**src/rtl/pwm_gen_pkg.sv**
```systemverilog
// Shared definitions for the PWM generator: decoder states and command byte layout.
package pwm_gen_pkg;

  localparam int unsigned DATA_W     = 8;
  localparam int unsigned CMD_RW_BIT = 7;
  localparam int unsigned CMD_HI_BIT = 6;

  typedef enum logic {
    S_CMD  = 1'b0,
    S_DATA = 1'b1
  } dcd_state_e;

endpackage

```
**src/rtl/sync_2ff.sv**
```systemverilog
// Generic two-flop synchroniser with a selectable reset value.
module sync_2ff #(
  parameter logic RstVal = 1'b0
) (
  input  logic clk,
  input  logic rst_n,
  input  logic d_i,
  output logic q_o
);

  logic meta_q, sync_q;

  // Two-stage capture of the asynchronous input.
  always_ff @(posedge clk or negedge rst_n) begin
    if (!rst_n) begin
      meta_q <= RstVal;
      sync_q <= RstVal;
    end else begin
      meta_q <= d_i;
      sync_q <= meta_q;
    end
  end

  assign q_o = sync_q;

endmodule

```
**src/rtl/instr_dcd.sv**
```systemverilog
// Two-byte SPI frame decoder: command byte then data byte, producing one-cycle
// register read/write strobes. Optional address range check: DCD_ADDR_CHECK_EN.
module instr_dcd
  import pwm_gen_pkg::*;
#(
  parameter int unsigned       ADDR_W   = 6,
  parameter logic [ADDR_W-1:0] MAX_ADDR = 6'h13
) (
  input  logic              clk,
  input  logic              rst_n,
  input  logic              cs_n_i,
  input  logic              byte_sync_i,
  input  logic [DATA_W-1:0] data_in_i,
  output logic [DATA_W-1:0] data_out_o,
  output logic              read_o,
  output logic              write_o,
  output logic [ADDR_W-1:0] addr_o,
  output logic              hi_sel_o,
  output logic [DATA_W-1:0] data_write_o,
  input  logic [DATA_W-1:0] data_read_i,
  output logic              err_o
);

  dcd_state_e        state_q, state_d;
  logic              rw_q, rw_d;
  logic              hi_q, hi_d;
  logic [ADDR_W-1:0] addr_q, addr_d;
  logic              read_q, read_d;
  logic              write_q, write_d;
  logic [DATA_W-1:0] dw_q, dw_d;
  logic [DATA_W-1:0] dout_q, dout_d;
  logic              cs_sync;
  logic              cmd_take;
  logic              cmd_bad;
  logic              bad_q;

  sync_2ff #(
    .RstVal (1'b1)
  ) u_cs_sync (
    .clk   (clk),
    .rst_n (rst_n),
    .d_i   (cs_n_i),
    .q_o   (cs_sync)
  );

  // A command byte is accepted only while the frame is live.
  assign cmd_take = !cs_sync && byte_sync_i && (state_q == S_CMD);

`ifdef DCD_ADDR_CHECK_EN
  logic err_q;

  assign cmd_bad = (data_in_i[ADDR_W-1:0] > MAX_ADDR);

  // Remember whether the current frame's address is out of range; err is sticky.
  always_ff @(posedge clk or negedge rst_n) begin
    if (!rst_n) begin
      bad_q <= 1'b0;
      err_q <= 1'b0;
    end else if (cmd_take) begin
      bad_q <= cmd_bad;
      if (cmd_bad) err_q <= 1'b1;
    end
  end

  assign err_o = err_q;
`else
  assign cmd_bad = 1'b0;
  assign bad_q   = 1'b0;
  assign err_o   = 1'b0;
`endif

  // Next-state: frame sequencing, strobe generation and read-data capture.
  always_comb begin
    state_d = state_q;
    rw_d    = rw_q;
    hi_d    = hi_q;
    addr_d  = addr_q;
    read_d  = 1'b0;
    write_d = 1'b0;
    dw_d    = dw_q;
    dout_d  = dout_q;

    // Register file answers combinationally in the strobe cycle.
    if (read_q) dout_d = data_read_i;

    if (cs_sync) begin
      // Deselect aborts the frame and wins over a coincident byte.
      state_d = S_CMD;
      dout_d  = '0;
    end else if (byte_sync_i) begin
      unique case (state_q)
        S_CMD: begin
          rw_d    = data_in_i[CMD_RW_BIT];
          hi_d    = data_in_i[CMD_HI_BIT];
          addr_d  = data_in_i[ADDR_W-1:0];
          read_d  = !data_in_i[CMD_RW_BIT] && !cmd_bad;
          state_d = S_DATA;
        end
        S_DATA: begin
          if (rw_q && !bad_q) begin
            write_d = 1'b1;
            dw_d    = data_in_i;
          end
          dout_d  = '0;
          state_d = S_CMD;
        end
        default: state_d = S_CMD;
      endcase
    end
  end

  // State and output registers.
  always_ff @(posedge clk or negedge rst_n) begin
    if (!rst_n) begin
      state_q <= S_CMD;
      rw_q    <= 1'b0;
      hi_q    <= 1'b0;
      addr_q  <= '0;
      read_q  <= 1'b0;
      write_q <= 1'b0;
      dw_q    <= '0;
      dout_q  <= '0;
    end else begin
      state_q <= state_d;
      rw_q    <= rw_d;
      hi_q    <= hi_d;
      addr_q  <= addr_d;
      read_q  <= read_d;
      write_q <= write_d;
      dw_q    <= dw_d;
      dout_q  <= dout_d;
    end
  end

  assign data_out_o   = dout_q;
  assign read_o       = read_q;
  assign write_o      = write_q;
  assign addr_o       = addr_q;
  assign hi_sel_o     = hi_q;
  assign data_write_o = dw_q;

endmodule

```
**config.mk**
```make
export PLATFORM = sky130hd
export DESIGN_NAME = instr_dcd
export DESIGN_NICKNAME = d
export VERILOG_FILES = /design/src/rtl/pwm_gen_pkg.sv /design/src/rtl/sync_2ff.sv /design/src/rtl/instr_dcd.sv
export SDC_FILE = /design/constraint.sdc
export NUM_CORES = 1
export LEC_CHECK = 0
export ABC_CLOCK_PERIOD_IN_PS = 1820
export CAP_MARGIN = 20
export CORE_MARGIN = 1.5
export CORE_UTILIZATION = 35
export CTS_CLUSTER_DIAMETER = 60
export DETAILED_ROUTE_END_ITERATION = 6
export GPL_TIMING_DRIVEN = 0
export PLACE_DENSITY = 0.68
export SLEW_MARGIN = 20
export SYNTH_ARGS = -nofsm -noshare
export SYNTH_HDL_FRONTEND = slang
export SYNTH_HIERARCHICAL = 1
export SYNTH_SLANG_ARGS = --single-unit
```
**constraint.sdc**
```tcl
create_clock -name clk -period 1.82 [get_ports clk]
set_input_delay 0.546 -clock clk [delete_from_list [all_inputs] [get_ports clk]]
set_output_delay 0.546 -clock clk [all_outputs]
set_load 0.02 [all_outputs]
```
=== Word-level counts from Yosys, hierarchy flattened ===
Index checks and enable logic that the tools add are counted.

* Flip-flop bits (word level): 29
* Input bits: 20
* Output and inout bits: 26

* Muxes and demuxes: 14
* Bitwise logic cells: 2
* Reduce and logical (&&, ||, !) cells: 4

{| class="wikitable"
|+ Operators by type and width
! cell !! count
|-
| $mux W8 || 4
|-
| $mux W1 || 9
|-
| $reduce_and A4 Y1 || 1
|-
| $reduce_and A3 Y1 || 1
|-
| $not A1 Y1 || 2
|-
| $pmux W1 S2 || 1
|-
| $reduce_bool A2 Y1 || 1
|-
| $logic_not A1 Y1 || 1
|}

=== Depth between registers and ports, before layout ===
* Depth in word-level cells: 4
* Mapped depth: 3

=== Hierarchy ===
Netlist, hierarchy kept.

{| class="wikitable"
|+ Modules (own cells, without submodules)
! module !! times used !! cells an instance !! area each (um^2)
|-
| instr_dcd || 1 || 69 || 1046.0
|-
| sync_2ff || 1 || 2 || 52.6
|}

=== Worst setup path after synthesis ===
OpenSTA, ideal clock, no wires.

* Kind: input to register
* Start point: input byte_sync_i
* End point: register addr_q[0] (netlist: addr_o[0])
* Library setup time: 125 ps
* Arrival time: 1241 ps
* Path slack: 454 ps
* Stages: 2
* Path through: nor3b_4 -> mux2_2

* Word-level cells in the longest chain between the ends: 1

{| class="wikitable"
|+ RTL lines
! item !! line !! source
|-
| from (decl) || instr_dcd.sv:12 || <nowiki>input logic byte_sync_i,</nowiki>
|-
| $reduce_and A3 Y1 (no line) || n/a ||
|-
| to (signal assigned) || instr_dcd.sv:127 || <nowiki>addr_q <= addr_d;</nowiki>
|-
| to (decl) || instr_dcd.sv:27 || <nowiki>logic [ADDR_W-1:0] addr_q, addr_d;</nowiki>
|}

Every way passes these cells.
A chain may end at the register's enable or synchronous reset.

=== Final worst setup path ===
* Start point: input byte_sync_i
* End point: register rw_q

* Word-level cells in the longest chain between the ends: 1

{| class="wikitable"
|+ RTL lines
! item !! line !! source
|-
| $reduce_and A3 Y1 (no line) || n/a ||
|-
| to (signal assigned) || instr_dcd.sv:125 || <nowiki>rw_q <= rw_d;</nowiki>
|-
| to (decl) || instr_dcd.sv:25 || <nowiki>logic rw_q, rw_d;</nowiki>
|}

Every way passes these cells.

==> results.py <==
metrics = {
    "floorplan": {
        "rows": 20,
        "coreArea_mm2": 0.00303,
        "die_h_um": 59.0,
        "die_w_um": 59.0,
        "die_area_mm2": 0.00348,
        "initial_utilization_pct": 36.3,
        "ios": 46,
    },
    "global_route": {
        "grt_first_pass_wirelength_um": 3580,
        "antenna_found_initial": 0,
        "gr-usage-all-layers_pct": 14.6,
        "grt_pass1_vias": 775,
        "gr-total-overflow": 0,
        "grt_max_degree": 30,
    },
    "critical_path": {
        "criticalPathCategory": "primary input to flop",
        "path_cells": "clkdlybuf4s50_1 -> nor3b_4 -> buf_12 -> mux2_2",
        "required_ns": 2.02,
        "critical-path-top-delay-family": "buffers and inverters",
        "cpPeakStageDelay_ns": 0.57,
        "critPathLaunchType": "primary input",
        "critical_path_peak_fanout": 9,
        "crit_buf_inv": 2,
        "cp.arrival_ns": 1.85,
        "r2r_setup_slack_ns": 0.46,
        "critPathCaptureType": "flop",
        "cp_slowest_cell": "clkdlybuf4s50_1",
    },
    "timing": {
        "period_needed_ns": 1.66,
        "finalHoldViolCount": 0,
        "tightest_slew_ns": 0.622,
        "finalSetupTns_ns": 0,
        "finalClockSkew_ns": 0.00152,
        "grt_setup_unrepaired": "false",
        "setup_ws_ns": 0.164,
        "holdWs_ns": 0.239,
        "setup_violations": 0,
        "final_max_slew_viol_count": 0,
        "fin_crit_sh_pct": 91.0,
        "relSlewSlack_pct": 58.5,
        "fmax_mhz": 604,
    },
    "cells_and_area": {
        "diodes": 0,
        "final_core_util_pct": 54.1,
        "mostFrequentLayoutCells": "27 x dfrtp_1, 22 x dlygate4sd2_1, 18 x clkdlybuf4s50_1, 16 x mux2_2, 9 x nor2_1",
        "fin_cells": 168,
        "final_common_cell": "dfrtp_1",
        "fin_area_mm2": 0.00164,
        "drive_gt1_share_pct": 23.4,
        "final_nets": 143,
        "synthToLayoutAreaGrowth_pct": 49.1,
    },
    "worst_hold_path": {
        "hold_path_class": "primary input to async pin",
    },
    "routing": {
        "viasPerCell": 4.46,
        "detailroute.via_count": 749,
        "routedWlPerCell_um": 12.8,
        "drt-initial-drc-count": 5,
        "drc": 0,
        "drtAntennaViolNets": 0,
        "routed_wl_um": 2160,
        "drtPass1Iterations": 4,
    },
    "placed_design": {
        "post-dp-hpwl_um": 1590,
        "place.gp.congestion": 0.675,
        "placed_cell_area_mm2": 0.00159,
        "port_buffers": 44,
        "dp_slack_ns": -0.336,
        "place_inst": 159,
    },
    "logic_synthesis": {
        "yosysUniqueCellTypes": 14,
        "synth_seq_cells": 29,
        "synth.yosys.seq_area_share_pct": 66.3,
        "yosys_warnings": 6,
        "syn_nets": 91,
        "synthCells": 71,
        "syn_area_per_cell_um2": 15.5,
        "synth_area_mm2": 0.00110,
    },
    "clocking": {
        "cts_tree": "built",
        "htreeDepth": 2,
        "clock_sinks": 29,
        "ctsHoldBuffers": 0,
        "cts_root_buffer": "clkbuf_4",
        "clk_latency_ns": 0.31,
        "cts_buffer_depth": 2,
        "numCtsBuffers": 5,
        "path_clk_slew_ns": 0.08,
    },
    "power": {
        "total_power_mw": 1.71,
        "leakagePower_nw": 0.823,
        "ir_drop_uv": 544,
        "power_density_mw_per_mm2": 1040,
    },
    "job": {
        "maxCapViolCount": 0,
    },
    "status": {
        "status": "completed",
    },
}
[cell usage after synthesis]
cell type	instances	area, um2
nor3b_4	1	18.8
buf_4	1	7.51
a21o_1	1	7.51
conb_1	1	3.75
nand4b_2	1	15.0
nor2_1	9	33.8
xnor2_1	1	8.76
inv_1	1	3.75
dfrtp_1	27	676
mux2i_1	8	80.1
dfstp_2	2	52.6
buf_2	1	5.00
nor2b_1	1	6.26
mux2_2	16	180
[cells by family (layout without fill, tap and decap cells)]
group / after synthesis / in the layout / share of synthesized area [%]
flip-flops: 29 / 29 / 66.3
multiplexers: 24 / 24 / 23.7
AND/OR/NAND/NOR: 12 / 12 / 6.72
buffers and inverters: 3 / 56 / 1.48
other: 1 / 1 / 0.341
AO/OA/AOI/OAI: 1 / 1 / 0.684
XOR/XNOR: 1 / 1 / 0.797
[worst paths after layout]
kind,from,cells after the start,endpoint
min in group clk,u_cs_sync/meta_q,0,u_cs_sync/q_o
min reg2reg,u_cs_sync/meta_q,0,u_cs_sync/q_o
max reg2reg,u_cs_sync/q_o,2,data_write_o[7]
max in group asynchronous,rst_n,1,data_write_o[7]
min,rst_n,1,data_out_o[6]
max,byte_sync_i,4,rw_q
[flip-flops by register name, summed over array words and instances (netlist names)]
name              flops
u_cs_sync/meta_q      1
u_cs_sync/q_o         1
data_write_o          8
data_out_o            8
addr_o                6
rw_q                  1
state_q               1
read_o                1
write_o               1
hi_sel_o              1
[cell type report]
class,instances,area [um2]
inverter,1,3.75
clock buffer,8,48.8
buffer,2,12.5
timing repair buffer,45,435
tap,44,55.1
multi-input combinational,39,354
fill,286,1390
sequential,29,728
[report_power, final]
part	total, mW	internal [mW]	switching, mW
combinational	0.524	0.256	0.267
sequential	0.835	0.771	0.0642
clock	0.346	0.154	0.193
[what timing repair did]
action | 4_1_cts | 5_1_grt
setup buffers | 0 | 1
pin swaps | 0 | 0
setup endpoints to repair | 22 | 11
gates resized for setup | 22 | 3
[per-layer routing]
layer | vias to the layer above | GRT usage [%] | part of all wire, %
li1 | 344 | - | -
met1 | 362 | 17.0 | 42
met2 | 40 | 22.1 | 46
met3 | 3 | 7.42 | 11
met4 | 0 | 7.79 | 1.4
met5 | - | 0 | 0
(Power assumes the default switching activity.)
==> edit 1, RTL diff (same flow settings) <==
The parameter `RstVal` goes from 1'b1 to 1'b0.
--- a/src/rtl/instr_dcd.sv
+++ b/src/rtl/instr_dcd.sv
@@ -36,5 +36,5 @@
 
   sync_2ff #(
-    .RstVal (1'b1)
+    .RstVal (1'b0)
   ) u_cs_sync (
     .clk   (clk),
Behaviour: not the same (a bounded check fails within 4 cycles, from zero or initial values and one cycle with rst_n low).
==> edit 1 against the unedited design <==
- worst setup slack improved by 0.0017 ns
- critical path depth unchanged
- sequential cell count unchanged
- worst hold slack improved by 0.0074 ns
- clock power increased by 24%
- design area decreased by 0.15%
- cell count decreased by 6.5%
- wire length increased by 2.1%
- synthesized area decreased by 0.23%
- power increased by 4.3%
- via count decreased by 1.9%
- non-clock buffer count unchanged
==> edit 1: results <==
group,metric,value,unit
yosys,synth_seq_area_share,66.2,%
route,ant_nets,0,
placement,numPortBuffers,44,
placement,post-dp-hpwl,1570,um
global_route,antenna_found_initial,0,
setup_path,r2r_slack,0.47,ns
layout,drive_above_1_share,24.2,%
placement,gp_congestion,0.625,
sta,hold_slack,0.247,ns
clock_network,clock-root-buffer,"clkbuf_4",
layout,fillers,274,
clock_network,clk_latency,0.31,ns
yosys,synth.distinct_cells,13,
route,wl_per_cell,14.0,um
layout,nets,143,
outcome,status,"completed",
setup_path,r2r_cells,2,
yosys,synth-async-reset-ratio,100,%
yosys,synth_commonest_cells,"dfrtp_1 (29), mux2_2 (16), nor2_1 (9)",
worst_hold_path,hp-class,"input pin to asynchronous set/reset pin",
global_route,grt_pass1_wl,3570,um
setup_path,reg2reg_to,"data_write_o[3]",
setup_path,cp.arrival,1.86,ns
sta,fin_skew,0.00223,ns
layout,layout.cells.non_filler,157,
clock_network,htree_levels,2,
yosys,yosys_most_used_dff,"dfrtp_1",
pwr,vdd_ir_drop_max,0.000674,V
global_route,grt_pass1_vias,833,
route,dr.pass1.iters,4,
global_route,track_usage,14.5,%
yosys,synth_fp_nets,91,
pwr,p_leak,0.817,nW
sta,setup_viol,0,
clock_network,clkTransAtPathRegs,0.08,ns
setup_path,r2r-start,"u_cs_sync/q_o",
setup_path,slowest_delay,0.56,ns
clock_network,cts_buffer_depth,2,
layout,n_antenna_cell,0,
placement,post-place-cells,148,
yosys,synth_warnings,6,
route,dr_total_vias,735,
yosys,syn_inst,71,
yosys,synth_area_leaders,"dfrtp_1 (66%), mux2_2 (16%), mux2i_1 (7.3%)",
route,dr.first_iter.drc_count,5,
clock_network,cts_buffers,5,
setup_path,cp_max_fo,9,
layout,seqCellArea,726,um^2
sta,worst_slew_pin_slew,0.640,ns
-- edit 1: cell types whose count changed after synthesis, sizes merged --
| cell | before | now |
|---|---|---|
| dfrtp | 27 | 29 |
| dfstp | 2 | 0 |
-- edit 1: cells by family after synthesis --
kind of cell           count (synthesis)  share of synthesized area [%]
AO/OA/AOI/OAI                          1                          0.685
XOR/XNOR                               1                          0.799
multiplexers                          24                           23.7
AND/OR/NAND/NOR                       12                           6.74
flip-flops                            29                           66.2
other                                  1                          0.342
buffers and inverters                  3                           1.48
-- edit 1: power breakdown --
part / internal, mW / switching (mW)
Sequential: 0.769 / 0.0633
Clock: 0.224 / 0.205
Combinational: 0.251 / 0.268
-- edit 1: stage by stage --
stage,instance area [um^2],setup WS [ns]
floorplan,1100,0.455
global placement,1580,-0.312
detailed placement,1570,-0.328
CTS,1610,0.000268
global route,1640,0.133
finish,1640,0.166
-- edit 1: layer usage --
layer  part of all wire (%)  track usage [%]
met4                    1.4             6.82
met5                      0                0
met2                     45             23.7
met3                     12             6.81
met1                     42             16.1
-- edit 1: what timing repair did --
item / CTS / global route
setup buffers: 0 / 1
endpoints found under the setup margin: 24 / 9
endpoints found under the hold margin: 0 / 0
resized for setup: 24 / 1
-- edit 1: worst max-delay path by stage --
stage / start / to / slack, ns / depth (start not counted)
finish: byte_sync_i / addr_o[2] / 0.17 / 4
global route: byte_sync_i / data_write_o[3] / 0.13 / 3
CTS: write_o / write_o / 0.0003 / 1
global placement: byte_sync_i / rw_q / -0.31 / 3
floorplan: byte_sync_i / addr_o[0] / 0.45 / 2
detailed placement: byte_sync_i / addr_o[0] / -0.33 / 3
-- edit 1: cell type report --
class	count	area share, %
Timing Repair Buffer	45	26.2
Buffer	2	0.765
Clock buffer	7	3.98
Sequential cell	29	44.4
Multi-Input combinational cell	39	21.7
Inverter	1	0.230
Clock inverter	1	0.306
Tap cell	33	2.52
==> edit 2, RTL diff (config.mk and constraints unchanged) <==
Made on the original files. The output `write_o` loses its register stage (`write_q` becomes a continuous assignment).
--- a/src/rtl/instr_dcd.sv
+++ b/src/rtl/instr_dcd.sv
@@ -118,5 +118,4 @@
       addr_q  <= '0;
       read_q  <= 1'b0;
-      write_q <= 1'b0;
       dw_q    <= '0;
       dout_q  <= '0;
@@ -127,9 +126,10 @@
       addr_q  <= addr_d;
       read_q  <= read_d;
-      write_q <= write_d;
       dw_q    <= dw_d;
       dout_q  <= dout_d;
     end
   end
+
+  assign write_q = write_d;
 
   assign data_out_o   = dout_q;
Behaviour: not the same (Yosys sat finds a counterexample within 4 cycles, from zero or initial values and one cycle with rst_n low).
==> edit 2 against the unedited design <==
- register-to-register slack lost 0.09 ns
- power shrank 7.7%
- clock skew grew 0.0041 ns
- critical path depth is the same
- worst setup slack lost 0.081 ns
- die area shrank 2.2%
- design area shrank 4.6%
- cell count shrank 10%
- synthesized area shrank 2.3%
- sequential cell count shrank 1
- wire length shrank 2.2%
- via count shrank 3.2%
- worst hold slack lost 0.017 ns
- largest cell class unchanged
- highest routed layer is now met3
==> edit 2: results <==
group,metric,value,unit
route,dr.first_iter.drc_count,6,
clock_network,cts_buffers,3,
global_route,grt_start_max_net_pins,29,
placement,gp_congestion,0.672,
global_route,grt_pass1_wl,3550,um
setup_path,cp.arrival,1.19,ns
outcome,status,"completed",
layout,n_antenna_cell,0,
yosys,synth_area_leaders,"dfrtp_1 (61%), mux2_2 (17%), mux2i_1 (7.5%)",
global_route,track_usage,13.7,%
pwr,p_int,1.08,mW
sta,max_slew_margin,59.9,%
placement,post-place-ws,-0.913,ns
route,dr_total_vias,725,
route,vias_per_cell,4.80,
global_route,grt_pass1_vias,793,
yosys,synth_seq_area_share,65.5,%
pwr,p_leak,0.769,nW
placement,place_area,1550,um^2
placement,post-place-cells,145,
yosys,syn_area_per_cell,15.3,um^2
yosys,synth_commonest_cells,"dfrtp_1 (26), mux2_2 (16), nor2_1 (9)",
setup_path,cp_max_fo,4,
sta,fin_skew,0.00566,ns
clock_network,clkTransAtPathRegs,0.14,ns
yosys,synth_fp_nets,90,
route,wl_per_cell,14.0,um
clock_network,htree_levels,1,
layout,nets,141,
placement,post-dp-hpwl,1570,um
route,dr.pass1.iters,2,
yosys,synth-async-reset-ratio,100,%
layout,drive_above_1_share,24.2,%
pwr,vdd_ir_drop_max,0.000608,V
edit 2: layout make-up:
class | count | area [um^2]
timing repair buffer | 46 | 415
multi-input combinational | 39 | 363
buffer | 2 | 12.5
clock buffer | 4 | 26.3
fill | 262 | 1270
tap | 31 | 38.8
inverter | 1 | 3.75
sequential | 28 | 703
edit 2: repair_timing:
item	CTS	global route
resized for setup	31	0
endpoints found under the setup margin	25	0
setup buffers	2	0
edit 2: power by group through the flow:
stage               sequential (mW)  clock (mW)  combinational (mW)
CTS                           0.816       0.267               0.525
global placement              0.820           0               0.599
floorplan                     0.968           0               0.136
global route                  0.831       0.288               0.550
detailed placement            0.829           0               0.603
finish                        0.813       0.245               0.515
edit 2: cells by family after synthesis:
logic type / count (synthesis) / synth area share, %
and+or+nand+nor: 12 / 6.88
AOI/OAI and AO/OA: 1 / 0.700
DFF: 28 / 65.5
muxes: 24 / 24.2
xor gates and xnor gates: 1 / 0.816
other: 1 / 0.349
buffers and inverters: 3 / 1.51
edit 2: layer usage:
| layer | track usage [%] | part of all wire (%) |
|---|---|---|
| met1 | 16.6 | 41 |
| met4 | 3.99 | 0 |
| met2 | 23.8 | 47 |
| met3 | 3.96 | 12 |
| met5 | 0 | 0 |
edit 2: final timing paths:
path | from | endpoint | slack (ns) | depth (start not counted)
worst max-delay path | byte_sync_i | write_o | 0.08 | 4
worst min-delay path | rst_n | data_out_o[4] | 0.22 | 1
worst max register to register | state_q | addr_o[2] | 0.37 | 2
worst min register to register | u_cs_sync/meta_q | u_cs_sync/q_o | 0.37 | 0
max in group asynchronous | rst_n | hi_sel_o | 1.21 | 1
min in group clk | u_cs_sync/meta_q | u_cs_sync/q_o | 0.37 | 0
edit 2: critical path, cell delays in order:
cell,delay (ns)
clkdlybuf4s15_1,0.28
nand4b_4,0.14
inv_1,0.07
buf_2,0.15
